<file path="src/rtl/pe_mode_acc.sv">
// pe_mode_acc: multi-lane MAC processing element (CV/DW/PW/GAP) with per-group psum accumulation.
// Optional build macro ACC_SAT_EN: saturating accumulation with a sticky per-group overflow hold.

module pe_mode_acc_lane #(
  parameter int DATA_W = 8,
  parameter int ACC_W  = 24
) (
  input  logic                     clk,
  input  logic                     rst,
  input  logic                     accept_i,
  input  logic [1:0]               mode_i,
  input  logic signed [DATA_W-1:0] pix_i,
  input  logic signed [DATA_W-1:0] cast_i,
  input  logic signed [DATA_W-1:0] chain_i,
  input  logic signed [DATA_W-1:0] weight_i,
  input  logic                     prod_vld_i,
  input  logic                     prod_first_i,
  output logic [DATA_W-1:0]        np_o,
  output logic [ACC_W-1:0]         acc_o
);
  localparam int         PW_W  = 2 * DATA_W;
  localparam logic [1:0] M_CV  = 2'd0;
  localparam logic [1:0] M_DW  = 2'd1;
  localparam logic [1:0] M_GAP = 2'd3;

  logic signed [DATA_W-1:0] sel;
  logic signed [PW_W-1:0]   sel_x, w_x, prod_d, prod_q;
  logic        [DATA_W-1:0] np_q;
  logic signed [ACC_W-1:0]  acc_d, acc_q, acc_base, prod_ext;

  // CV chains through the neighbour's registered pixel; chain_i of lane 0 is pixel_cast.
  always_comb begin
    sel = pix_i;
    case (mode_i)
      M_CV:    sel = chain_i;
      M_DW:    sel = cast_i;
      default: sel = pix_i;
    endcase
    sel_x  = PW_W'(sel);
    w_x    = PW_W'(weight_i);
    prod_d = (mode_i == M_GAP) ? sel_x : sel_x * w_x;
  end

  assign prod_ext = ACC_W'(prod_q);
  assign acc_base = prod_first_i ? '0 : acc_q;

`ifdef ACC_SAT_EN
  localparam int SUM_W = ACC_W + 1;
  localparam logic signed [ACC_W-1:0] ACC_MAX = {1'b0, {(ACC_W-1){1'b1}}};
  localparam logic signed [ACC_W-1:0] ACC_MIN = {1'b1, {(ACC_W-1){1'b0}}};

  logic signed [ACC_W:0] sum_x;
  logic                  ovf, sat_d, sat_q;

  // Once a lane clamps, it holds the clamp value until the next group's first beat.
  always_comb begin
    acc_d = acc_q;
    sat_d = sat_q;
    sum_x = SUM_W'(acc_base) + SUM_W'(prod_ext);
    ovf   = sum_x[ACC_W] ^ sum_x[ACC_W-1];
    if (prod_vld_i && (prod_first_i || !sat_q)) begin
      sat_d = ovf;
      if (ovf) acc_d = sum_x[ACC_W] ? ACC_MIN : ACC_MAX;
      else     acc_d = sum_x[ACC_W-1:0];
    end
  end

  always_ff @(posedge clk) begin
    if (rst) sat_q <= 1'b0;
    else     sat_q <= sat_d;
  end
`else
  always_comb begin
    acc_d = acc_q;
    if (prod_vld_i) acc_d = acc_base + prod_ext;
  end
`endif

  always_ff @(posedge clk) begin
    if (rst) begin
      np_q   <= '0;
      prod_q <= '0;
      acc_q  <= '0;
    end else begin
      if (accept_i) begin
        np_q   <= sel;
        prod_q <= prod_d;
      end
      acc_q <= acc_d;
    end
  end

  assign np_o  = np_q;
  assign acc_o = acc_q;
endmodule

module pe_mode_acc #(
  parameter int DATA_W = 8,
  parameter int ACC_W  = 24,
  parameter int LANES  = 4,
  parameter int LEN_W  = 8
) (
  input  logic                    clk,
  input  logic                    rst,
  input  logic [1:0]              mode,
  input  logic [LEN_W-1:0]        acc_len,
  input  logic                    in_valid,
  output logic                    in_ready,
  input  logic [LANES*DATA_W-1:0] pixel,
  input  logic [DATA_W-1:0]       pixel_cast,
  input  logic [LANES*DATA_W-1:0] weight,
  output logic [LANES*DATA_W-1:0] next_pixel,
  output logic                    out_valid,
  input  logic                    out_ready,
  output logic [LANES*ACC_W-1:0]  psum,
  output logic                    busy
);
  typedef enum logic [1:0] {S_IDLE, S_ACC, S_DRAIN, S_HOLD} state_t;

  state_t           state_q, state_d;
  logic [1:0]       mode_q, mode_d, mode_eff;
  logic [LEN_W-1:0] len_q, len_d, len_in, cnt_q, cnt_d;
  logic             accept, first_beat, prod_vld_q, prod_first_q;

  logic [LANES-1:0][DATA_W-1:0] pix_l, w_l, np_l, chain_l;
  logic [LANES-1:0][ACC_W-1:0]  acc_l;

  assign in_ready   = (state_q == S_IDLE) || (state_q == S_ACC);
  assign out_valid  = (state_q == S_HOLD);
  assign busy       = (state_q != S_IDLE);
  assign accept     = in_valid && in_ready;
  assign first_beat = accept && (state_q == S_IDLE);
  assign len_in     = (acc_len == '0) ? LEN_W'(1) : acc_len;
  // The first beat must already use the incoming mode, before it is latched.
  assign mode_eff   = first_beat ? mode : mode_q;

  always_comb begin
    state_d = state_q;
    mode_d  = mode_q;
    len_d   = len_q;
    cnt_d   = cnt_q;
    case (state_q)
      S_IDLE: if (accept) begin
        mode_d  = mode;
        len_d   = len_in;
        cnt_d   = LEN_W'(1);
        state_d = (len_in == LEN_W'(1)) ? S_DRAIN : S_ACC;
      end
      S_ACC: if (accept) begin
        cnt_d = cnt_q + LEN_W'(1);
        if (cnt_q == len_q - LEN_W'(1)) state_d = S_DRAIN;
      end
      S_DRAIN: state_d = S_HOLD;
      S_HOLD:  if (out_ready) state_d = S_IDLE;
      default: state_d = S_IDLE;
    endcase
  end

  always_ff @(posedge clk) begin
    if (rst) begin
      state_q      <= S_IDLE;
      mode_q       <= '0;
      len_q        <= '0;
      cnt_q        <= '0;
      prod_vld_q   <= 1'b0;
      prod_first_q <= 1'b0;
    end else begin
      state_q      <= state_d;
      mode_q       <= mode_d;
      len_q        <= len_d;
      cnt_q        <= cnt_d;
      prod_vld_q   <= accept;
      prod_first_q <= first_beat;
    end
  end

  assign pix_l = pixel;
  assign w_l   = weight;

  genvar gi;
  generate
    for (gi = 0; gi < LANES; gi++) begin : g_lane
      if (gi == 0) begin : g_head
        assign chain_l[gi] = pixel_cast;
      end else begin : g_tail
        assign chain_l[gi] = np_l[gi-1];
      end

      pe_mode_acc_lane #(.DATA_W(DATA_W), .ACC_W(ACC_W)) u_lane (
        .clk          (clk),
        .rst          (rst),
        .accept_i     (accept),
        .mode_i       (mode_eff),
        .pix_i        (pix_l[gi]),
        .cast_i       (pixel_cast),
        .chain_i      (chain_l[gi]),
        .weight_i     (w_l[gi]),
        .prod_vld_i   (prod_vld_q),
        .prod_first_i (prod_first_q),
        .np_o         (np_l[gi]),
        .acc_o        (acc_l[gi])
      );
    end
  endgenerate

  assign next_pixel = np_l;
  assign psum       = acc_l;
endmodule
</file>
<file path="config.mk">
export PLATFORM = sky130hd
export DESIGN_NAME = pe_mode_acc
export DESIGN_NICKNAME = d
export VERILOG_FILES = /design/src/rtl/pe_mode_acc.sv
export SDC_FILE = /design/constraint.sdc
export NUM_CORES = 1
export LEC_CHECK = 0
export CAP_MARGIN = 40
export CORE_UTILIZATION = 25
export CTS_BUF_LIST = sky130_fd_sc_hd__clkbuf_8
export DETAILED_ROUTE_END_ITERATION = 10
export GPL_ROUTABILITY_DRIVEN = 1
export SYNTH_ARGS = -nofsm -noshare
export SYNTH_HDL_FRONTEND = slang
export SYNTH_SLANG_ARGS = --single-unit
export TNS_END_PERCENT = 100
</file>
<file path="constraint.sdc">
create_clock -name clk -period 5.7 [get_ports clk]
set_input_delay 0.57 -clock clk [delete_from_list [all_inputs] [get_ports clk]]
set_output_delay 0.57 -clock clk [all_outputs]
set_load 0.02 [all_outputs]
</file>
==> metrics.cfg <==
[outcome]
outcome=finished with violations
violations=setup timing

[timing]
fin_crit_share=1.01
transition_at_the_pin_with_the_smallest_max_transition_slack_ns=0.848
hold_viol_final=0
setup_ws_final_ns=-0.0485
timing.hold.ws_ns=0.387
setup_violations=3
period_needed_ns=5.75
max-slew-margin-rel=0.435
finalMaxSlewViolations=0
fmaxAchievable_ghz=0.174
fin_skew_ns=0.0378
rsz_0062_raised_after_global_routing=true

[worst_setup_path]
setup.worst_path.class=flop to flop
worst_ep_required_time_ns=6.20
path_common_cell=sky130_fd_sc_hd__inv_2
crit_path_start_kind=flop
timing.rr.start=state_q[0]
worst-r2r-cell-count=30
path_max_fanout=10
timing.critical_path.to_type=flop
critPathMaxStageDelay_ns=0.54
worst_ep_arrival_time_ns=6.25
reg2reg_setup_slack_ns=-0.05
top_delay_family_on_crit_path=adder cells
regToRegEndpoint=g_lane[3].u_lane.prod_q[15]
worst_path_max_delay_cell=sky130_fd_sc_hd__fa_1
critPathBufInv=9

[global_routing]
grt.total_usage=0.159
number_of_global_route_vias_before_repair=20900
total_overflow_reported_by_the_global_router=0
grt_max_degree=81
wire_length_of_the_first_global_routing_pass_um=118000
antenna_violations_before_repair=13

[clock_network]
clock_sinks=214
cts.hold.buffers_added=0
clk-insertion-delay-late_ns=0.64
tritoncts.num_buffers=45
cts_tree=yes
path_clk_slew_ns=0.06
clock_tree.root_cell=sky130_fd_sc_hd__clkbuf_8
htree_levels=2
cts-root-to-sink-buffers=3

[final_layout]
drive_above_1_share=0.182
multiInputGateArea_um2=18100
area_delta_synth_final_pct=33.9
instances_no_fill=4499
sequential_cell_area_um2=4290
nets=3800
n_fill_cell=9513

[routing]
total_number_of_vias=20600
detail_route.drc_violations=0
routed_via_density=4.58
residual_antenna_violating_net_count_after_detailed_routing=0
detail_route.iter0.violations=1044
final_routed_wire_length_divided_by_cell_count_um=16.8
detailedRoute.firstPassIterationCount=5
wirelength_um=75400

[place]
post-dp-hpwl_um=58600
place_worst_setup_slack_ns=-0.903
numPortBuffers=216
gp_congestion=0.872
placed_cells_incl_taps=4361

[logic_synthesis]
synthCells=2812
syn_nets=3337
postSynth.asyncResetShare=0
synth.ff_latch_count=214
synth_warnings=0
synth_area_leader_cell=sky130_fd_sc_hd__fa_1
synthFlopType=sky130_fd_sc_hd__dfxtp_1
post_synth_num_cell_types=85
synth-edff-count=0
post-synth-top-area-fraction=0.194
synthesis.area_um2=23100
ys_seq_area_frac=0.185
netlist_top_cells_area=sky130_fd_sc_hd__fa_1, sky130_fd_sc_hd__dfxtp_1, sky130_fd_sc_hd__ha_1
avgSynthCellArea_um2=8.23

[floorplanning]
die_height_um=306
core.rowCount=111
fp.dieArea_um2=93800
die-width_um=306
core-area_um2=91700
io_pins=217
starting_density_of_the_core=0.252

[worst_hold_path]
min_path_type=input pin to flop
hold_path_startpoint=rst
hold_path_depth=2
hold-path-endpoint=g_lane[2].u_lane.acc_o[16]

[job]
max-cap-violations=0

## kinds of logic (layout without fill, tap and decap cells)
family                     after synthesis  in the layout  synth area share
other                                    0              3                 0
DFF                                    214            214             0.185
buffers and inverters                  463            961            0.0759
AOI/OAI and AO/OA                      530            530             0.149
muxes                                   55             55            0.0242
xor gates and xnor gates               140            140            0.0530
adders and majority gates              439            439             0.310
and+or+nand+nor                        971            971             0.202
## synthesized netlist by cell type, drive strengths merged, types with 6 or more instances
cell    count
nand4       7
o22ai      11
nand2     257
buf        28
and3       12
or2        10
a21o       40
nor2      275
and2      147
fa        224
nor3       55
o311ai      6
a31oi      14
mux2i      51
o21ai      89
a21boi      9
xnor2     107
o21a       10
clkbuf     70
nand3      25
o211ai     18
a21oi     210
nor2b     139
a211oi     36
nand2b     17
ha        215
inv       363
dfxtp     214
xor2       33
o31a        7
a311oi     24
o21bai     12
or3         6
## layout by cell type (no fill, tap or decap), types with 9 or more instances in the layout
master,n
sky130_fd_sc_hd__inv_1,348
sky130_fd_sc_hd__nor2_1,271
sky130_fd_sc_hd__buf_4,259
sky130_fd_sc_hd__nand2_1,250
sky130_fd_sc_hd__clkdlybuf4s50_1,215
sky130_fd_sc_hd__fa_1,210
sky130_fd_sc_hd__dfxtp_1,210
sky130_fd_sc_hd__ha_1,191
sky130_fd_sc_hd__a21oi_1,158
sky130_fd_sc_hd__and2_1,129
sky130_fd_sc_hd__nor2b_1,126
sky130_fd_sc_hd__xnor2_1,105
sky130_fd_sc_hd__o21ai_0,62
sky130_fd_sc_hd__clkbuf_8,60
sky130_fd_sc_hd__nor3_1,53
sky130_fd_sc_hd__mux2i_1,47
sky130_fd_sc_hd__a21o_1,40
sky130_fd_sc_hd__xor2_1,32
sky130_fd_sc_hd__a211oi_1,31
sky130_fd_sc_hd__a21oi_2,28
sky130_fd_sc_hd__inv_2,26
sky130_fd_sc_hd__nand3_1,25
sky130_fd_sc_hd__a21oi_4,24
sky130_fd_sc_hd__buf_6,24
sky130_fd_sc_hd__a311oi_1,22
sky130_fd_sc_hd__ha_4,20
sky130_fd_sc_hd__and2_4,18
sky130_fd_sc_hd__nand2b_1,15
sky130_fd_sc_hd__o211ai_1,15
sky130_fd_sc_hd__o21ai_1,14
sky130_fd_sc_hd__fa_2,14
sky130_fd_sc_hd__a31oi_1,13
sky130_fd_sc_hd__o21bai_1,12
sky130_fd_sc_hd__o21ai_2,12
sky130_fd_sc_hd__and3_1,12
sky130_fd_sc_hd__nor2b_4,10
sky130_fd_sc_hd__buf_12,10
sky130_fd_sc_hd__o21a_1,9
sky130_fd_sc_hd__o22ai_1,9
## layer usage
layer	GRT usage	vias to the layer above	wire, um
met5	0	-	122
met4	0.0610	20	3020
met3	0.0382	130	4580
met2	0.257	409	33800
met1	0.205	9864	33800
li1	-	10200	-
## metrics by stage
step	setup TNS [ns]	util	area [um2]
6_report	-0.0721	0.338	31000
5_1_grt	-2.35	0.338	31000
4_1_cts	0	0.330	30200
3_5_place_dp	-16.98	0.310	28400
3_3_place_gp	-15.68	0.310	28400
2_1_floorplan	-0.00277	-	23200
## state kept, by name, indices dropped and copies added (netlist names)
signal	flops
mode_q	2
state_q	2
g_lane.u_lane.prod_q	64
prod_vld_q	1
g_lane.u_lane.np_o	32
g_lane.u_lane.acc_o	96
cnt_q	8
len_q	8
prod_first_q	1
## timing repair
action                                  in CTS  in global routing
endpoints found under the setup margin      22                 24
gates resized for setup                    105                161
cloned                                       2                  0
endpoints found under the hold margin        0                  0
pin swaps                                   45                 86
setup buffers                               34                 23
## layout make-up
cell class                      instances  area share
Tap cell                             1186      0.0479
Multi-Input combinational cell       2135       0.584
Antenna cell                            3    0.000242
Inverter                              365      0.0442
Clock inverter                         22     0.00698
Timing Repair Buffer                  514       0.151
Clock buffer                           60      0.0266
Sequential cell                       214       0.139
## how the worst max path moves through the flow
stage / end / slack [ns] / start / depth (start not counted)
6_report: g_lane[3].u_lane.prod_q[15] / -0.05 / state_q[0] / 30
5_1_grt: g_lane[3].u_lane.prod_q[15] / -0.28 / state_q[0] / 30
4_1_cts: g_lane[1].u_lane.prod_q[15] / 0.004 / state_q[1] / 28
3_5_place_dp: g_lane[1].u_lane.prod_q[15] / -0.90 / in_valid / 23
3_3_place_gp: g_lane[1].u_lane.prod_q[15] / -0.85 / in_valid / 24
2_1_floorplan: g_lane[3].u_lane.prod_q[15] / -0.003 / state_q[0] / 26
Power is not shown: default switching activity piles up to over one toggle a cycle in this logic, so the estimate is an artifact.
==> patch 1 (same settings) <==
`ACC_W` is set to 24 in 2 places; all go to 36.
--- a/src/rtl/pe_mode_acc.sv
+++ b/src/rtl/pe_mode_acc.sv
@@ -3,7 +3,7 @@
 
 module pe_mode_acc_lane #(
   parameter int DATA_W = 8,
-  parameter int ACC_W  = 24
+  parameter int ACC_W  = 36
 ) (
   input  logic                     clk,
   input  logic                     rst,
@@ -96,7 +96,7 @@
 
 module pe_mode_acc #(
   parameter int DATA_W = 8,
-  parameter int ACC_W  = 24,
+  parameter int ACC_W  = 36,
   parameter int LANES  = 4,
   parameter int LEN_W  = 8
 ) (
Interface: changed (resized psum); port bits go from 217 to 265. No check against the original RTL was run, so the function may have changed too.
==> patch 1 against the unedited design <==
Area after synthesis grew 20%; global-route usage grew 0.50 points; routed wire length grew 24%; setup slack gained 0.050 ns; first-iteration DRC count grew 19%; via count grew 23%; hold slack lost 0.056 ns; final area grew 17%; sequential cell count grew 48; highest routed layer unchanged.
==> patch 1: results (changes against the unedited design) <==
[grt] met2 usage 26.0% [+0.37 points]
[routing] via/cell ratio 4.66 [+1.6%]
[logic_synthesis] cell types with the largest area share after synthesis dfxtp_1, fa_1, ha_1
[grt] total global-route track usage 16.4% [+0.50 points]
[logic_synthesis] library cell occupying the most area in the post-synthesis netlist dfxtp_1
[layout] share of final-layout standard cells stronger than drive strength 1 14.7% [-3.4 points]
[sta] final clock skew 0.0453 ns [+0.00742 ns]
[logic_synthesis] average cell area after synthesis 8.15 µm² [-0.99%]
[clocking] number of gates resized after cts 74 [-30%]
[layout] Filler cells 11468 [+21%]
[sta] worst hold slack 0.331 ns [-0.0563 ns]
[status] outcome finished clean
[clocking] clock root buffer master clkbuf_8
[setup_path] slack of the worst reg-to-reg path 0.002 ns [+0.05 ns]
[placement] gpl congestion 0.890 [+2.2%]
[logic_synthesis] proportion of synthesized flip-flops having asynchronous set or reset 0% [unchanged]
[placement] Placed Area 33900 µm² [+19%]
[sta] final worst path period need 5.70 ns [-0.0505 ns]
[placement] number of I/O port buffers 264 [+22%]
[layout] net count reported at finish 4482 [+18%]
[power] leakage dissipation 16.5 nW
[grt] grt met3 use 3.88% [+0.053 points]
[grt] Global Route met1 Usage 22.1% [+1.6 points]
[routing] number of DRC violations after detailed-routing iteration 0 1241 [+19%]
[sta] number of setup violations in the final report 0 [-3]
[clocking] TritonCTS Buffers 57 [+27%]
[layout] max reg flops 144 [+50%]
[grt] via count of the first global-routing pass 25019 [+20%]
[setup_path] end of the worst register-to-register path g_lane[1].u_lane.prod_q[14]
[placement] estimated wirelength of the detail-placed design 72600 µm [+24%]
[grt] global-route wire length before repair 145000 µm [+23%]
[sta] headroom to the max-slew limit 34.8% [-8.7 points]
[clocking] later-pin clock latency in the skew report 0.73 ns [+0.09 ns]
[grt] pin count of the biggest net entering global routing 136 [+68%]
[logic_synthesis] Synth top cells by count inv_1, nor2_1, nand2_1
[routing] detailed-route wire length per cell 17.2 µm [+2.9%]
[min_path] Hold Crit Class in2reg
[min_path] end point of the worst hold path g_lane[1].u_lane.acc_o[12]
[layout] total area of sequential cells 5260 µm² [+22%]
[layout] final std cells w/o fill 5434 [+21%]
[placement] cell count after placement 5268 [+21%]
[setup_path] data arrival time of the critical path 6.31 ns [+0.06 ns]
[placement] worst slack at placement -0.799 ns [+0.104 ns]
[logic_synthesis] synthesized net count 3986 [+19%]
[logic_synthesis] synth unique cells 82 [-3.5%]
[setup_path] R2R cell count 27 [-10%]
[setup_path] maximum fanout along the worst path 7 [-3]
[routing] metal3 WL 5780 µm [+26%]
[routing] Routed met1 length 44400 µm [+31%]
[routing] amount of wire on met2 after detailed routing 41000 µm [+21%]
==> patch 1: changes by cell type after synthesis, sizes merged, moves of 13 or more <==
cell	unedited run	this run
o21a	10	23
a21o	40	74
a21oi	210	264
a211o	3	17
nor2b	139	192
ha	215	263
nand2	257	293
xor2	33	58
clkbuf	70	102
dfxtp	214	262
o21ai	89	111
nor2	275	319
a211oi	36	51
mux2i	51	92
==> patch 1: logic make-up (layout without fill, tap and decap cells) <==
| logic type | Yosys count | in the layout | share of synthesized area, % |
|---|---|---|---|
| simple gates | 1173 | 1173 | 20.6 |
| compound gates | 726 | 726 | 16.7 |
| buf+inv | 492 | 1033 | 6.82 |
| fa+ha+maj | 487 | 487 | 28.0 |
| flops | 262 | 262 | 18.9 |
| xor+xnor | 176 | 176 | 5.54 |
| mux | 97 | 97 | 3.51 |
| other cells | 0 | 4 | 0 |
==> patch 1: power breakdown <==
part           switching [mW]  internal [mW]  total [mW]
sequential              0.401           2.22        2.62
combinational            11.6           11.7        23.3
clock                    1.04           1.23        2.26
==> patch 1: worst max-delay path by stage <==
stage,to,cells past startpoint
3_3_place_gp,g_lane[1].u_lane.prod_q[15],29
6_report,g_lane[1].u_lane.prod_q[14],27
4_1_cts,g_lane[3].u_lane.prod_q[15],28
2_1_floorplan,g_lane[0].u_lane.prod_q[15],25
3_5_place_dp,g_lane[1].u_lane.prod_q[14],29
5_1_grt,g_lane[3].u_lane.prod_q[15],28
==> patch 1: final cells by class <==
type	count	area share, %
Multi-Input combinational cell	2659	59.0
Tap cell	1476	5.08
Clock buffer	69	2.61
Clock inverter	35	0.664
Antenna cell	4	0.0275
Inverter	365	3.77
Sequential cell	262	14.5
Timing Repair Buffer	564	14.4
==> patch 2 (same settings) <==
Without the edit above. Add an input register stage for `mode`, without a reset; this delays it by one clock. The other inputs are not delayed to match.
--- a/src/rtl/pe_mode_acc.sv
+++ b/src/rtl/pe_mode_acc.sv
@@ -117,6 +117,12 @@
 );
   typedef enum logic [1:0] {S_IDLE, S_ACC, S_DRAIN, S_HOLD} state_t;
 
+  logic [1:0] mode_r;
+
+  always_ff @(posedge clk) begin
+    mode_r <= mode;
+  end
+
   state_t           state_q, state_d;
   logic [1:0]       mode_q, mode_d, mode_eff;
   logic [LEN_W-1:0] len_q, len_d, len_in, cnt_q, cnt_d;
@@ -132,7 +138,7 @@
   assign first_beat = accept && (state_q == S_IDLE);
   assign len_in     = (acc_len == '0) ? LEN_W'(1) : acc_len;
   // The first beat must already use the incoming mode, before it is latched.
-  assign mode_eff   = first_beat ? mode : mode_q;
+  assign mode_eff   = first_beat ? mode_r : mode_q;
 
   always_comb begin
     state_d = state_q;
@@ -141,7 +147,7 @@
     cnt_d   = cnt_q;
     case (state_q)
       S_IDLE: if (accept) begin
-        mode_d  = mode;
+        mode_d  = mode_r;
         len_d   = len_in;
         cnt_d   = LEN_W'(1);
         state_d = (len_in == LEN_W'(1)) ? S_DRAIN : S_ACC;
Check against the original RTL: not equivalent (a bounded check fails within 4 cycles, from zero or initial values and one cycle with rst high).
==> patch 2 against the unedited design <==
Setup slack better by 0.065 ns; maximum frequency grew 1.1%; synthesized cell count rose by 0.71%; sequential cell count increased by 2; clock skew increased by 0.012 ns; routed wire length is 2.2% higher; final area rose by 1.6%; hold slack improved by 0.0048 ns; area after synthesis rose by 1.9%; first-iteration DRC count increased by 16%; die area up 1.9%; critical endpoint is now g_lane[2].u_lane.prod_q[13]; largest cell class unchanged; highest routed layer unchanged.
Power is left out: the tool's default activity adds up to more than one toggle a clock period on the data nets, which glitch-free logic cannot reach.
==> patch 2: results (changes against the unedited design) <==
[status] outcome finished clean
[layout] register share of the cell area 13.8% [-0.097 points]
[placement] estimated wirelength of the detail-placed design 60700 µm [+3.6%]
[sta] final clock skew 0.0496 ns [+0.0118 ns]
[clocking] number of setup buffers added after CTS 17 [-50%]
[routing] detailed-route wire length per cell 16.8 µm [+0.30%]
[logic_synthesis] Synth top cells by count inv_1, nor2_1, nand2_1
[routing] via count 20765 [+0.76%]
[placement] cell count after placement 4436 [+1.7%]
[logic_synthesis] xor/xnor share of the synthesized area 5.50% [+0.20 points]
[logic_synthesis] cell types with the largest area share after synthesis fa_1, dfxtp_1, ha_1
[min_path] hold path start mode[0]
[logic_synthesis] compound-gate portion of the synthesized area 13.9% [-1.1 points]
[min_path] end point of the worst hold path mode_r[0]
[logic_synthesis] Cells after Synth 2832 [+0.71%]
[routing] Routed met1 length 37300 µm [+10%]
[clocking] number of gates resized after cts 67 [-36%]
[setup_path] data arrival time of the critical path 6.18 ns [-0.07 ns]
[grt] total global-route track usage 15.9% [-0.056 points]
[layout] ClkCell Share 3.56% [+0.20 points]
[sta] headroom to the max-slew limit 48.9% [+5.4 points]
[setup_path] maximum fanout along the worst path 6 [-4]
[logic_synthesis] share of synthesized cell area in full adder, half adder and majority cells 30.4% [-0.59 points]
[routing] metal3 WL 5000 µm [+9.2%]
[setup_path] R2R cell count 31 [+3.3%]
[grt] global-route wire length before repair 118000 µm [+0.31%]
[layout] count of buffers not belonging to the clock network in the layout 506 [-1.6%]
[clocking] later-pin clock latency in the skew report 0.66 ns [+0.02 ns]
[sta] worst hold slack 0.392 ns [+0.00483 ns]
[layout] multi-input gate area in the final layout 18500 µm² [+1.9%]
[logic_synthesis] synth unique cells 90 [+5.9%]
[placement] gpl congestion 0.900 [+3.2%]
[grt] grt met3 use 3.19% [-0.63 points]
[routing] amount of wire on met2 after detailed routing 32900 µm [-2.8%]
[layout] share of final-layout standard cells stronger than drive strength 1 18.2% [+0.052 points]
[grt] antenna violations before repair 3 [-10]
[layout] Data buffer area share 14.8% [-0.40 points]
[clocking] TritonCTS Buffers 48 [+6.7%]
[routing] number of DRC violations after detailed-routing iteration 0 1212 [+16%]
[grt] met2 usage 24.4% [-1.3 points]
[layout] Seq Cell Count 216 [+0.93%]
[layout] final std cells w/o fill 4583 [+1.9%]
[layout] Filler cells 9696 [+1.9%]
[layout] Signal inverters 367 [+0.55%]
[grt] pin count of the biggest net entering global routing 73 [-9.9%]
[layout] net count reported at finish 3815 [+0.39%]
[setup_path] nature of the critical path startpoint flip-flop
[setup_path] Crit path largest cell delay 0.52 ns [-0.02 ns]
[logic_synthesis] sequential cell area fraction in the yosys report 18.3% [-0.18 points]
[grt] via count of the first global-routing pass 20307 [-2.7%]
[min_path] worst hold path stage count 1 [-1]
patch 2: changes by cell type after synthesis, moves of 10 or more:
cell,delta
a21oi_2,+14
o21bai_1,+10
a21oi_1,-41
o21ai_0,-24
nand2_1,-26
nand2b_1,+17
mux2i_1,+20
nor2_1,+16
patch 2: stage by stage:
step	TNS (ns)	setup slack, ns	cell area, µm²	utilization, %
final	0	0.0167	31500	33.8
after CTS	0	0.000457	30300	32.5
after global placement	-14.52	-0.737	28800	30.8
after detailed placement	-15.76	-0.806	28800	30.9
after global routing	-2.33	-0.224	31500	33.8
after floorplan	0	0.00603	23700	-
patch 2: kinds of logic after synthesis:
kind of cell | Yosys count
xor gates and xnor gates | 148
muxes | 75
DFF | 216
buffers and inverters | 465
AOI/OAI and AO/OA | 484
and+or+nand+nor | 1005
adders and majority gates | 439
